**src/rtl/nmos_clk_gen.sv**
```systemverilog
// nmos_clk_gen: two-phase non-overlapping clock enables (phi1/phi2) for NMOS DFF cells,
// with free-run, single-step and completed-cycle counting.
module nmos_clk_gen #(
    parameter int HI_CYC  = 4,
    parameter int GAP_CYC = 1,
    parameter int CNT_W   = 32
) (
    input  logic             main_clk,
    input  logic             rst,
    input  logic             run,
    input  logic             step,
    output logic             phi1,
    output logic             phi2,
    output logic             phi1_start,
    output logic             phi2_start,
    output logic             busy,
    output logic [CNT_W-1:0] cyc_cnt
);
    typedef enum logic [2:0] {IDLE, P1, G1, P2, G2} state_t;

    localparam logic [7:0] HI_LAST  = 8'(HI_CYC - 1);
    localparam logic [7:0] GAP_LAST = 8'(GAP_CYC - 1);

    state_t           state_q, state_d;
    logic [7:0]       dwell_q, dwell_d;
    logic [CNT_W-1:0] cyc_cnt_q, cyc_cnt_d;
    logic             phi1_q, phi1_d;
    logic             phi2_q, phi2_d;
    logic             phi1_start_q, phi1_start_d;
    logic             phi2_start_q, phi2_start_d;
    logic             busy_q, busy_d;
    logic             expired;

    always_comb begin
        expired   = (state_q == P1 || state_q == P2) ? (dwell_q == HI_LAST) : (dwell_q == GAP_LAST);
        state_d   = state_q;
        dwell_d   = dwell_q + 8'd1;
        cyc_cnt_d = cyc_cnt_q;
        case (state_q)
            IDLE: begin
                dwell_d = 8'd0;
                state_d = (run || step) ? P1 : IDLE;
            end
            P1: if (expired) begin
                state_d = G1;
                dwell_d = 8'd0;
            end
            G1: if (expired) begin
                state_d = P2;
                dwell_d = 8'd0;
            end
            P2: if (expired) begin
                state_d = G2;
                dwell_d = 8'd0;
            end
            G2: if (expired) begin
                // step is deliberately ignored here: only run keeps the clock going
                state_d   = run ? P1 : IDLE;
                dwell_d   = 8'd0;
                cyc_cnt_d = cyc_cnt_q + CNT_W'(1);
            end
            default: begin
                state_d = IDLE;
                dwell_d = 8'd0;
            end
        endcase
        phi1_d       = (state_d == P1);
        phi2_d       = (state_d == P2);
        phi1_start_d = (state_d == P1) && (state_q != P1);
        phi2_start_d = (state_d == P2) && (state_q != P2);
        busy_d       = (state_d != IDLE);
    end

    always_ff @(posedge main_clk or posedge rst) begin
        if (rst) begin
            state_q      <= IDLE;
            dwell_q      <= 8'd0;
            cyc_cnt_q    <= '0;
            phi1_q       <= 1'b0;
            phi2_q       <= 1'b0;
            phi1_start_q <= 1'b0;
            phi2_start_q <= 1'b0;
            busy_q       <= 1'b0;
        end else begin
            state_q      <= state_d;
            dwell_q      <= dwell_d;
            cyc_cnt_q    <= cyc_cnt_d;
            phi1_q       <= phi1_d;
            phi2_q       <= phi2_d;
            phi1_start_q <= phi1_start_d;
            phi2_start_q <= phi2_start_d;
            busy_q       <= busy_d;
        end
    end

    assign phi1       = phi1_q;
    assign phi2       = phi2_q;
    assign phi1_start = phi1_start_q;
    assign phi2_start = phi2_start_q;
    assign busy       = busy_q;
    assign cyc_cnt    = cyc_cnt_q;
endmodule
```
**config.mk**
```make
export PLATFORM = sky130hd
export DESIGN_NAME = nmos_clk_gen
export DESIGN_NICKNAME = d
export VERILOG_FILES = /design/src/rtl/nmos_clk_gen.sv
export SDC_FILE = /design/constraint.sdc
export NUM_CORES = 1
export LEC_CHECK = 0
export ABC_CLOCK_PERIOD_IN_PS = 1700
export CAP_MARGIN = 20
export CORE_ASPECT_RATIO = 2
export CORE_MARGIN = 2
export CORE_UTILIZATION = 47
export CTS_BUF_LIST = sky130_fd_sc_hd__clkbuf_16
export DETAILED_ROUTE_END_ITERATION = 6
export PLACE_DENSITY = 0.73
export SETUP_SLACK_MARGIN = 0.4
export SLEW_MARGIN = 30
export SYNTH_ARGS = -nofsm -noshare
export SYNTH_HDL_FRONTEND = slang
export SYNTH_SLANG_ARGS = --single-unit
export TNS_END_PERCENT = 5
```
**constraint.sdc**
```tcl
create_clock -name main_clk -period 1.7 [get_ports main_clk]
set_input_delay 0.17 -clock main_clk [delete_from_list [all_inputs] [get_ports main_clk]]
set_output_delay 0.17 -clock main_clk [all_outputs]
set_load 0.05 [all_outputs]
```
==> metrics.txt <==
Setup Skew=4.349 ps; vias=1873; fmax=0.5636 GHz; first-pass GRT wire length=8.797 mm; Worst Tran Pin Value=486.5 ps; hold_buf cts=0; antenna cells=0; RSZ-0062 raised after global routing=true; Die W=52.87 um; PwrDens=1176 nW/um^2; number of top-level pins=41; Total GRT Usage=22.11%; Initial Util=48.82%; max-cap viol count=0; Num CTS Buffers=5; Fill cells=347; CTS tree=yes; CP Max Fanout=6; maximum vdd drop=0.001151 V; antenna violations before repair=0; Critical Path AT=1970 ps; pin count of the biggest net entering global routing=20; status=finished, violations left; Port Buffers=40; vias per cell=5.445; overall routed net length=5.371 mm; DP Worst Slack=-113.9 ps; drt initial violations=44; Seq/Total Area, Yosys=53.51%; total power=3.787 mW; Mapped Cells=207; Fin Hold WS=164.8 ps; Yosys top cell area share=53.51%; final setup vio count=11; FP Rows=35; residual DRC count=0; Netlist cell types=30; leakage=1.568 nW; CTS sink count=48; top cells by area, synth=dfrtp_1, xnor2_1, xor2_1; CTS Buffer Depth=2; area of the core=4598 um^2; Clock Tree Root=clkbuf_16; nature of the critical path endpoint=register; GP Congestion=0.8590; total gr overflow=0; number of H-tree levels=2; period utilization=104.4%; failing checks=setup timing; vias in the first global route=1916; Clock transition at path regs=60 ps; Routed WL per cell=15.61 um; Post-Syn Area=2245 um^2; min setup slack post-route=-74.18 ps; #FFs+latches synth=48; CP required=1890 ps; most frequent cells in the layout=buf_4, dfrtp_1, xnor2_1; min-delay worst type=input pin to asynchronous set/reset pin; area grow syn2layout=43.42%; Non-Filler Instances=344; final net count=295; dpl cells=334; synthesized area per cell=10.84 um^2; die area=5378 um^2; first drt pass iteration count=4; most common cell after layout, fill and taps aside=buf_4; fin. max-slew vios=0; Routed Antenna Nets=0; leading area contributor after synthesis=dfrtp_1; Reg2Reg Depth=6; nature of the critical path startpoint=register; final hold viol count=0; DIE HEIGHT=101.7 um; Slew HR=67.69%; fin crit period=1774 ps; critical setup path kind=register to register; worst skew pair latency=280 ps; Synth warnings=0; layout cells sized above 1=40.48%; Mapped Nets=214; Detail Placement HPWL=3.964 mm
## registers in the layout (all words and copies together) (netlist names)
name,cells
busy,1
cyc_cnt,32
dwell_q,8
phi1,1
phi1_start,1
phi2,1
phi2_start,1
state_q,3
## cells in the mapped netlist
| cell | n |
|---|---|
| a211o_1 | 1 |
| a21oi_1 | 3 |
| and2_2 | 1 |
| and3_1 | 5 |
| and3_2 | 3 |
| and4_1 | 2 |
| and4bb_4 | 1 |
| buf_6 | 1 |
| clkbuf_1 | 3 |
| dfrtp_1 | 48 |
| ha_1 | 3 |
| inv_1 | 7 |
| mux2_2 | 1 |
| nand2_1 | 20 |
| nand2b_1 | 1 |
| nand3_1 | 17 |
| nand4_1 | 11 |
| nand4_2 | 1 |
| nand4_4 | 1 |
| nor2_1 | 21 |
| nor3_1 | 7 |
| nor3_4 | 1 |
| nor4_1 | 1 |
| nor4_4 | 2 |
| o211ai_1 | 1 |
| o21ai_0 | 3 |
| o221ai_1 | 2 |
| or2_2 | 1 |
| xnor2_1 | 26 |
| xor2_1 | 12 |
## critical path: stages (launching register included)
cell and delay (ps):
dfrtp_1 410, nor4_4 380, buf_4 180, and3_4 220, nand2_2 70, a211o_1 300
o211ai_1 130
## per-layer routing
layer | track usage, % | routed length [um] | up-vias
li1 | - | - | 873
met1 | 23.18 | 1865 | 942
met2 | 41.06 | 3208 | 49
met3 | 3.835 | 177 | 9
met4 | 9.665 | 120 | 0
met5 | 0 | 0 | -
## through the flow
step	TNS, ps	cell area (um^2)	utilization (%)
after floorplan	-2620	2253	-
final	-368.7	3219	70.01
after detailed placement	-1372	2915	63.40
after global placement	-348.0	2915	63.40
after CTS	-364.4	3186	69.28
after global routing	-3551	3219	70.01
## cells by family (layout without fill, tap and decap cells)
kind of cell             Yosys count  after routing  share of synthesized area (%)
AO/OA/AOI/OAI                     10             10                          2.843
XOR/XNOR                          38             38                          14.83
adder cells (fa/ha/maj)            3              3                          1.672
buffers and inverters             11             93                          2.174
flip-flops                        48             48                          53.51
multiplexers                       1              1                         0.5016
AND/OR/NAND/NOR                   96             96                          24.47
## layout make-up
class                      count  area (um^2)  area share (%)
inverter                       7        26.28          0.8162
timing repair buffer          78        640.6           19.90
clock buffer                   5        125.1           3.887
tap                           55        68.82           2.138
sequential                    48         1210           37.58
multi-input combinational    148         1111           34.51
clock inverter                 3        37.54           1.166
## power by group
| group | total, mW | switching (mW) | internal, mW |
|---|---|---|---|
| sequential | 1.35 | 0.0740 | 1.27 |
| clock | 1.08 | 0.401 | 0.683 |
| combinational | 1.36 | 0.760 | 0.598 |
| total | 3.79 | 1.23 | 2.55 |
## final timing paths
kind	to	startpoint	slack (ps)
worst min-delay path	busy	rst	160
max in group asynchronous	cyc_cnt[5]	rst	1100
worst min register to register	cyc_cnt[6]	cyc_cnt[6]	500
worst max-delay path	busy	dwell_q[2]	-70
worst max register to register	busy	dwell_q[2]	-70
min in group main_clk	cyc_cnt[6]	cyc_cnt[6]	500
## repair_timing
item | in CTS | in global routing
pin swaps | 23 | 11
setup buffers | 2 | 0
endpoints found under the hold margin | 0 | 0
gates resized for setup | 31 | 11
setup endpoints to repair | 53 | 50
Note: power is estimated with default switching activity, not from simulation.
